## src/rtl/match_judge_pkg.sv

```systemverilog
// Shared types and helpers for the match judge: FSM state encoding, side constants
// and the win rule.
package match_judge_pkg;

  typedef enum logic [1:0] {
    ST_SERVE     = 2'd0,
    ST_RALLY     = 2'd1,
    ST_PAUSE     = 2'd2,
    ST_GAME_OVER = 2'd3
  } state_t;

  localparam logic PL1 = 1'b0;
  localparam logic PL2 = 1'b1;

  // A saturated score ends the match even without the two-point lead.
  function automatic logic has_won(input int me, input int opp, input int win_points,
                                   input logic win_by_two, input int max_score);
    return (me >= max_score) ||
           ((me >= win_points) && (!win_by_two || (me - opp >= 2)));
  endfunction

endpackage

```

## src/rtl/match_judge_touch_counter.sv

```systemverilog
// Player-collision edge detection, same-side consecutive touch counting and
// over-touch detection for one rally.
module match_judge_touch_counter
  import match_judge_pkg::*;
#(
  parameter int MAX_TOUCHES = 3
) (
  input  logic pclk,
  input  logic rst,
  input  logic clr,
  input  logic en,
  input  logic pl1_col,
  input  logic pl2_col,
  output logic last_touch,
  output logic over_touch,
  output logic over_side
);
  localparam int CW = $clog2(MAX_TOUCHES + 2);

  logic          pl1_q, pl2_q, pl1_edge, pl2_edge, one_edge, side;
  logic [CW-1:0] cnt;

  assign pl1_edge = pl1_col & ~pl1_q;
  assign pl2_edge = pl2_col & ~pl2_q;
  // Both players touching in the same cycle is ambiguous and is dropped.
  assign one_edge = pl1_edge ^ pl2_edge;
  assign side     = pl2_edge ? PL2 : PL1;

  assign over_touch = en && one_edge && (side == last_touch) && (cnt == CW'(MAX_TOUCHES));
  assign over_side  = side;

  always_ff @(posedge pclk or negedge rst) begin
    if (!rst) begin
      pl1_q      <= 1'b0;
      pl2_q      <= 1'b0;
      cnt        <= '0;
      last_touch <= PL1;
    end else begin
      pl1_q <= pl1_col;
      pl2_q <= pl2_col;
      if (clr) begin
        cnt <= '0;
      end else if (en && one_edge) begin
        cnt        <= (side == last_touch) ? cnt + 1'b1 : CW'(1);
        last_touch <= side;
      end
    end
  end

endmodule

```

## src/rtl/match_judge.sv

```systemverilog
// Two-player match judge: awards points on ground or over-touch faults, keeps
// saturating scores and sequences serve / rally / pause / game-over.
module match_judge
  import match_judge_pkg::*;
#(
  parameter int SCORE_W      = 5,
  parameter int WIN_POINTS   = 15,
  parameter int WIN_BY_TWO   = 1,
  parameter int MAX_TOUCHES  = 3,
  parameter int NET_X        = 512,
  parameter int PAUSE_CYCLES = 65_000_000
) (
  input  logic               pclk,
  input  logic               rst,
  input  logic               pl1_col,
  input  logic               pl2_col,
  input  logic               gnd_col,
  input  logic [11:0]        ball_xpos,
  input  logic               new_game,
  output logic [SCORE_W-1:0] score_pl1,
  output logic [SCORE_W-1:0] score_pl2,
  output logic               last_touch,
  output logic               ovr_touch,
  output logic               flag_point,
  output logic               point_side,
  output logic               ball_reset,
  output logic               serve_side,
  output logic               freeze,
  output logic               endgame,
  output logic               winner
);
  localparam int          MAX_SCORE = (1 << SCORE_W) - 1;
  localparam int          PW        = (PAUSE_CYCLES > 1) ? $clog2(PAUSE_CYCLES) : 1;
  localparam logic [11:0] NET_XL    = 12'(NET_X);

  state_t        state;
  logic          gnd_q, gnd_edge, in_rally, over_touch, over_side;
  logic          point, pside, pl1_won, pl2_won;
  logic [PW-1:0] pause_cnt;

  assign gnd_edge = gnd_col & ~gnd_q;
  assign in_rally = (state == ST_RALLY);

  // Ground contact takes priority, so touches in that cycle are not counted.
  match_judge_touch_counter #(.MAX_TOUCHES(MAX_TOUCHES)) u_touch (
    .pclk       (pclk),
    .rst        (rst),
    .clr        (state == ST_SERVE),
    .en         (in_rally && !gnd_edge),
    .pl1_col    (pl1_col),
    .pl2_col    (pl2_col),
    .last_touch (last_touch),
    .over_touch (over_touch),
    .over_side  (over_side)
  );

  always_comb begin
    point = 1'b0;
    pside = PL1;
    if (in_rally) begin
      if (gnd_edge) begin
        point = 1'b1;
        pside = (ball_xpos < NET_XL) ? PL2 : PL1;
      end else if (over_touch) begin
        point = 1'b1;
        pside = ~over_side;
      end
    end
  end

  assign pl1_won = has_won(int'(score_pl1), int'(score_pl2), WIN_POINTS, WIN_BY_TWO != 0, MAX_SCORE);
  assign pl2_won = has_won(int'(score_pl2), int'(score_pl1), WIN_POINTS, WIN_BY_TWO != 0, MAX_SCORE);

  always_ff @(posedge pclk or negedge rst) begin
    if (!rst) begin
      state      <= ST_SERVE;
      gnd_q      <= 1'b0;
      pause_cnt  <= '0;
      score_pl1  <= '0;
      score_pl2  <= '0;
      ovr_touch  <= 1'b0;
      flag_point <= 1'b0;
      point_side <= PL1;
      ball_reset <= 1'b0;
      serve_side <= PL1;
      freeze     <= 1'b0;
      endgame    <= 1'b0;
      winner     <= PL1;
    end else begin
      gnd_q      <= gnd_col;
      flag_point <= 1'b0;
      ovr_touch  <= 1'b0;
      ball_reset <= 1'b0;
      case (state)
        ST_SERVE: begin
          ball_reset <= 1'b1;
          state      <= ST_RALLY;
        end
        ST_RALLY: begin
          if (point) begin
            flag_point <= 1'b1;
            ovr_touch  <= over_touch;
            point_side <= pside;
            serve_side <= pside;
            if (pside == PL1) begin
              if (score_pl1 != '1) score_pl1 <= score_pl1 + 1'b1;
            end else begin
              if (score_pl2 != '1) score_pl2 <= score_pl2 + 1'b1;
            end
            freeze    <= 1'b1;
            pause_cnt <= PW'(PAUSE_CYCLES - 1);
            state     <= ST_PAUSE;
          end
        end
        ST_PAUSE: begin
          if (pause_cnt == '0) begin
            if (pl1_won || pl2_won) begin
              endgame <= 1'b1;
              winner  <= pl2_won ? PL2 : PL1;
              state   <= ST_GAME_OVER;
            end else begin
              freeze <= 1'b0;
              state  <= ST_SERVE;
            end
          end else begin
            pause_cnt <= pause_cnt - 1'b1;
          end
        end
        ST_GAME_OVER: begin
          if (new_game) begin
            score_pl1  <= '0;
            score_pl2  <= '0;
            serve_side <= ~winner;
            freeze     <= 1'b0;
            endgame    <= 1'b0;
            state      <= ST_SERVE;
          end
        end
        default: state <= ST_SERVE;
      endcase
    end
  end

endmodule
```

## config.mk

```make
export PLATFORM = sky130hd
export DESIGN_NAME = match_judge
export DESIGN_NICKNAME = d
export VERILOG_FILES = /design/src/rtl/match_judge_pkg.sv /design/src/rtl/match_judge_touch_counter.sv /design/src/rtl/match_judge.sv
export SDC_FILE = /design/constraint.sdc
export NUM_CORES = 1
export LEC_CHECK = 0
export BUFFER_PORTS_ARGS = -buffer_cell sky130_fd_sc_hd__buf_2
export CAP_MARGIN = 20
export CORE_MARGIN = 8
export CORE_UTILIZATION = 60
export DETAILED_ROUTE_END_ITERATION = 12
export PLACE_DENSITY = 0.9
export SETUP_SLACK_MARGIN = 0.4
export SYNTH_ARGS = -nofsm -noshare
export SYNTH_HDL_FRONTEND = slang
export SYNTH_SLANG_ARGS = --single-unit
```

## constraint.sdc

```tcl
create_clock -name pclk -period 6.34 [get_ports pclk]
set_input_delay 0.317 -clock pclk [delete_from_list [all_inputs] [get_ports pclk]]
set_output_delay 0.317 -clock pclk [all_outputs]
set_load 0.01 [all_outputs]
```

# [Word-level counts from Yosys, hierarchy flattened]
# Index checks and enable logic that the tools add are counted.
[op_classes] n_addsub=6 magnitude_cmp=7 n_eq_ne=17 mux=45 n_bitwise=10 reduce_logical=27
[ops] operator="2-to-1 mux 26 bit" n=2
[ops] operator="case mux 26 bit (2 select lines)" n=1
[ops] operator="2-to-1 mux 5 bit" n=7
[ops] operator="zero test 26 bit" n=1
[ops] operator="subtractor 26 x 1 -> 26 bit (second input constant)" n=1
[ops] operator="2-to-1 mux 1 bit" n=22
[ops] operator="case mux 5 bit (2 select lines)" n=2
[ops] operator="AND reduction 5 bit" n=3
[ops] operator=">= comparator 6 x 3 -> 1 bit (second input constant)" n=2
[ops] operator="< comparator 12 x 10 -> 1 bit (second input constant)" n=1
[ops] operator="!= test 2 bit (second input constant)" n=6
[ops] operator="AND reduction 3 bit" n=4
[ops] operator="subtractor 5 x 5 -> 6 bit" n=2
[ops] operator="adder 5 x 1 -> 5 bit (second input constant)" n=2
[ops] operator=">= comparator 5 x 4 -> 1 bit (second input constant)" n=2
[ops] operator=">= comparator 5 bit (second input constant)" n=2
[ops] operator="!= test 5 bit (second input constant)" n=2
[ops] operator="2-to-1 mux 3 bit" n=3
[ops] operator="2-to-1 mux 2 bit" n=4
[ops] operator="!= test 2 x 1 -> 1 bit (second input constant)" n=4
[ops] operator="case mux 2 bit (4 select lines)" n=1
[ops] operator="nonzero test 2 bit" n=4
[ops] operator="logical AND 1 bit" n=6
[ops] operator="inverter 1 bit" n=6
[ops] operator="15 further kinds" n=22
[totals] reg_bits=53 inputBits=18 output_inout_bits=19 elab_cells=129

# [Logic depth before layout (Yosys ltp)]
[depth] ltp_word=13 depth_mapped=11 depth_no_buf=11

# [Hierarchy]
# A second synthesis with hierarchy kept.
[hier_totals] hier_cells=339 area_unflattened_um2=3148.0
[modules_own_cells] module="match_judge" instances=1 cells_per_inst=304 area_each_um2=2792.7 seq_area_each_um2=1176.1
[modules_own_cells] module="match_judge_touch_counter" instances=1 cells_per_inst=35 area_each_um2=355.3 seq_area_each_um2=150.1

# [Worst setup path after synthesis]
# OpenSTA, ideal clock, no wires.
[synth_path] path_type="register to register" start="register pause_cnt[5]" end="register pause_cnt[24]" setup_time_ns=0.134 arrival_ns=2.245 required_time_ns=6.206 path_slack_ns=3.961 stages_incl_launch_ff=8 period_less_slack_ns=2.379 path_cell_list="dfrtp_1 or4_4 nor4_4 nand3b_2 or3_4 nor4b_4 xnor2_1 nand2_1"
[synth_between] elab_chain_len=3 word_cells_on_any_way=6 cone_classes="1 x add/sub; 1 x eq/ne; 2 x mux; 2 x reduce/logical"
[synth_lines] element="from (decl)" line="match_judge.sv:39" source="logic [PW-1:0] pause_cnt;"
[synth_lines] element="from (signal assigned)" line="match_judge.sv:111" source="pause_cnt <= PW'(PAUSE_CYCLES - 1);"
[synth_lines] element="from (signal assigned)" line="match_judge.sv:126" source="pause_cnt <= pause_cnt - 1'b1;"
[synth_lines] element="subtractor 26 x 1 -> 26 bit or zero test 26 bit (tied branches)" line="match_judge.sv:126, match_judge.sv:116"
[synth_lines] element="2-to-1 mux 26 bit or != test 2 bit (tied branches)"
[synth_lines] element="case mux 26 bit (2 select lines) or AND reduction 3 bit (tied branches)"
# Several ways; a longest one is shown, not always the timed one. The select of a mux whose other input is x is not followed.
# A chain may end at the register's enable or synchronous reset.

# [Final worst setup path]
[layout_path] start="register pause_cnt[15]" end="register pause_cnt[4]"
[layout_between] elab_chain_len=3
[layout_lines] element="zero test 26 bit" line="match_judge.sv:116" source="if (pause_cnt == '0) begin"
[layout_lines] element="!= test 2 bit (no source line)"
[layout_lines] element="AND reduction 3 bit (no source line)"
# Every way passes these cells.

==> results by stage <==
Detailed routing:
- After detailed routing, the number of vias per cell comes to 5.82.
- Summed over all layers, the routed wires come to 6.50 mm.
- The number of nets with antenna violations after detailed routing is 0.
- The remaining design rule violation count is 0.
- For this block, the via count after detailed routing is 2,522.
- Before antenna repair, the detailed router went through 4 iterations.
- The average wire length per cell after detail routing is 15.0 um.
- The starting DRC count in detailed routing is 66.

Global route:
- The number of antenna violations at the first check in global routing is 0.
- The global-route total usage across every layer is 0.182.
- The total global routing overflow is 0.
- Entering global routing, the biggest net connects 54 pins.
- The number of global-route vias before repair is 2,579.
- The first-pass GRT wire length is 11.3 mm.

Yosys:
- The number of flip-flops and latches in the synthesized netlist is 53.
- Of the synthesized area, sequential elements account for 0.428.
- The number of different library cells in the post-synthesis netlist is 42.
- The proportion of register bits with asynchronous set or reset after synthesis is 1.00.
- Averaged over all synthesized cells, the footprint is 9.22 um^2.
- The post-synthesis cell count is 336.
- Yosys mapped a number of flops with a built-in enable equal to 0.
- The total number of yosys warnings is 0.
- The cell area after synthesis is 0.00310 mm^2.
- The commonest register cell after synthesis is dfrtp_1.
- Synthesis produced a netlist with a net count of 375.

CTS:
- The H-tree was split into 2 levels.
- TritonCTS created 5 clock buffers.
- Once the clock tree was built, the setup fixing pass inserted 0 buffers.
- Buffers inserted to repair hold after CTS numbered 0.
- The tree is rooted in a clkbuf_8.
- The total of cells resized after clock tree synthesis is 0.
- The later-pin clock latency in the skew report is 0.31 ns.
- In this run the deepest clock path goes through 2 buffers.
- The clock-pin slew on the worst setup and hold paths is 0.10 ns.
- The CTS tree is done.
- The number of clock sinks seen by CTS is 53.

Critical path:
- The worst endpoint data arrival time is 2.95 ns.
- The slowest stage cell on the critical path is or4_1.
- The endpoint identified for the worst register-to-register timing path is pause_cnt[4].
- The kind of critical path is register to register.
- Counting both buffers and inverters, the worst setup path holds a total of 0.
- Setup slack on the worst reg-to-reg path comes out at 3.60 ns.
- The sort of element at the end of the critical path is a register.
- The critical path required time is 6.54 ns.
- Counting cells, the worst reg-to-reg path comes to 7.
- Traced cell by cell, the critical path runs through or4_1 -> nor4b_1 -> a21oi_1 -> nand2_1 -> or3_1 -> xor2_1 -> nand2_1.
- The cell type with the highest occurrence count on the critical path is nand2_1.
- The startpoint identified for the worst register-to-register timing path is pause_cnt[15].
- In this run the worst path has a maximum fanout of 12.
- The kind of cell with the highest combined delay along the critical path is simple AND/OR/NAND/NOR gates.
- The largest incremental delay on the critical path is 0.68 ns.
- The startpoint type of the worst setup path is a register.

STA:
- In this run the tightest slew margin relative to its limit is 0.380.
- The final number of hold-violating endpoints is 0.
- Of the available clock period, the critical path in the final layout requires 0.432.
- Summed over all failing endpoints, the final setup total negative slack is 0 ns.
- The count of endpoints failing setup in the final report is 0.
- The final setup skew is 0.00973 ns.
- The worst path needs 2.74 ns of the cycle, external delays included.
- The final number of max-transition violations is 0.
- Setup repair after global routing left no endpoint under its margin.
- At the pin with the least slew margin, the transition time is 0.930 ns.
- The fmax is 365 MHz.

Floorplanning:
- The number of top-level pins is 37.
- Row generation in the floorplan step produced 26 rows.
- The initial standard-cell utilization of the core is 0.614.
- The die area is 0.00772 mm^2.
- In this run the vertical extent of the chip is 87.9 um.
- The die width is 87.9 um.
- The core footprint is 0.00504 mm^2.

Final layout:
- The total of fill cells in the finished design is 399.
- The utilization after layout is 0.682.
- At the end of the flow, the number of nets in the layout was 401.
- From synthesis to final layout, the design area changed by 10.9%.
- Of the cells placed in the final design, the portion with a size suffix greater than 1 is 0.124.
- The final antenna diode count is 0.
- Leaving out filler cells and counting taps, the final layout contains 433.

Place:
- The cell count after placement is 425.
- Port buffering added 27 buffers.
- The placed wire-length estimate after detailed placement is 4.78 mm.
- At the end of routability-driven placement, the weighted congestion stood at 0.834.

Pwr:
- The power after layout is 1.41 mW.
- Across the VDD grid, the largest voltage drop is 0.248 mV.
- The power density over the cells is 409 mW/mm^2.
- The total leakage power is 1.46 nW.

Run:
- The max-capacitance violation count is 0.

Status:
- The run finished with clean final reports.

Worst hold path:
- In this run the worst hold path is classified as input port to asynchronous set/reset pin.
==> layer usage <==
layer  global-route usage  up-vias  share of wire
li1                     -     1219              -
met1                0.212     1242           0.44
met2                0.324       51           0.51
met3               0.0366       10          0.038
met4               0.0563        0          0.013
met5                    0        -              0
==> where the power goes <==
part | total (mW) | internal, mW | switching, mW | leakage, nW
Sequential | 0.517 | 0.414 | 0.103 | 0.614
Clock | 0.268 | 0.157 | 0.112 | 0.0681
Combinational | 0.620 | 0.258 | 0.363 | 0.773
==> synth_stat cells (3+ instances only) <==
| cell | instances | area share |
|---|---|---|
| xor2_1 | 13 | 0.037 |
| or4_1 | 4 | 0.0097 |
| mux2i_1 | 3 | 0.0097 |
| nand2b_1 | 11 | 0.022 |
| or3_1 | 6 | 0.012 |
| xnor2_1 | 13 | 0.037 |
| o31ai_1 | 5 | 0.012 |
| a21o_1 | 6 | 0.015 |
| nor4_1 | 13 | 0.026 |
| inv_1 | 18 | 0.022 |
| dfrtp_1 | 53 | 0.43 |
| clkbuf_1 | 10 | 0.012 |
| ha_1 | 19 | 0.077 |
| nor3_1 | 13 | 0.021 |
| and3_1 | 3 | 0.0061 |
| nand2_1 | 38 | 0.046 |
| nand3_1 | 9 | 0.015 |
| a21oi_1 | 21 | 0.034 |
| o21ai_0 | 22 | 0.036 |
| nor2b_1 | 5 | 0.010 |
| nor2_1 | 25 | 0.030 |
==> how the worst max path moves through the flow <==
stage	startpoint	to	slack [ns]	depth (start not counted)
after global placement	pause_cnt[15]	pause_cnt[17]	3.76	7
after CTS	pause_cnt[15]	pause_cnt[4]	3.59	7
after detailed placement	pause_cnt[14]	pause_cnt[17]	3.67	7
final	pause_cnt[15]	pause_cnt[4]	3.60	7
after floorplan	pause_cnt[5]	pause_cnt[24]	3.96	7
after global routing	pause_cnt[15]	pause_cnt[4]	3.32	7
==> registers in the layout, indices dropped and copies added (netlist names), 2 cells and up <==
register and cells:
pause_cnt 26, score_pl1 5, score_pl2 5, u_touch.cnt 3, state 2
==> layout make-up <==
| type | count | area, um^2 | share of cell area |
|---|---|---|---|
| Tap cell | 70 | 87.6 | 0.0255 |
| Sequential cell | 53 | 1330 | 0.386 |
| Clock buffer | 5 | 68.8 | 0.0200 |
| Multi-Input combinational cell | 255 | 1670 | 0.486 |
| Clock inverter | 3 | 65.1 | 0.0189 |
| Timing Repair Buffer | 29 | 150 | 0.0437 |
| Inverter | 18 | 67.6 | 0.0197 |
==> stage by stage <==
stage          hold slack [ns]  cell area [um^2]  setup WS (ns)
6_report                 0.106              3440           3.60
5_1_grt                  0.125              3440           3.32
4_1_cts                  0.125              3440           3.59
3_5_place_dp             0.452              3300           3.67
3_3_place_gp             0.444              3300           3.76
2_1_floorplan           0.0214              3100           3.96
==> cells in the final DEF, fill, tap and decap left out, drive strengths merged, types with 3 or more instances in the layout <==
master  instances
nand2b         11
mux2i           3
buf            29
nand3           9
a21o            6
inv            18
xnor2          13
clkbuf          5
o31ai           5
ha             19
dfrtp          53
xor2           13
nor2           25
o21ai          22
and3            3
nor4           14
nor3           13
nand2          38
nor2b           5
a21oi          21
or4             5
or3             7
==> worst register-to-register path, cell delays in order (launching register included) <==
cell and delay (ns):
dfrtp_1 0.40, or4_1 0.68, nor4b_1 0.53, a21oi_1 0.40, nand2_1 0.24, or3_1 0.15, xor2_1 0.18, nand2_1 0.07
==> logic make-up (layout without fill, tap and decap cells) <==
family          count (synthesis)  in the layout  share of synthesized area
compound gates                 63             63                      0.118
mux                             3              3                    0.00969
buf+inv                        28             55                     0.0339
fa+ha+maj                      21             21                     0.0897
simple gates                  142            142                      0.247
flops                          53             53                      0.428
xor+xnor                       26             26                     0.0735
(Power assumes the default switching activity.)
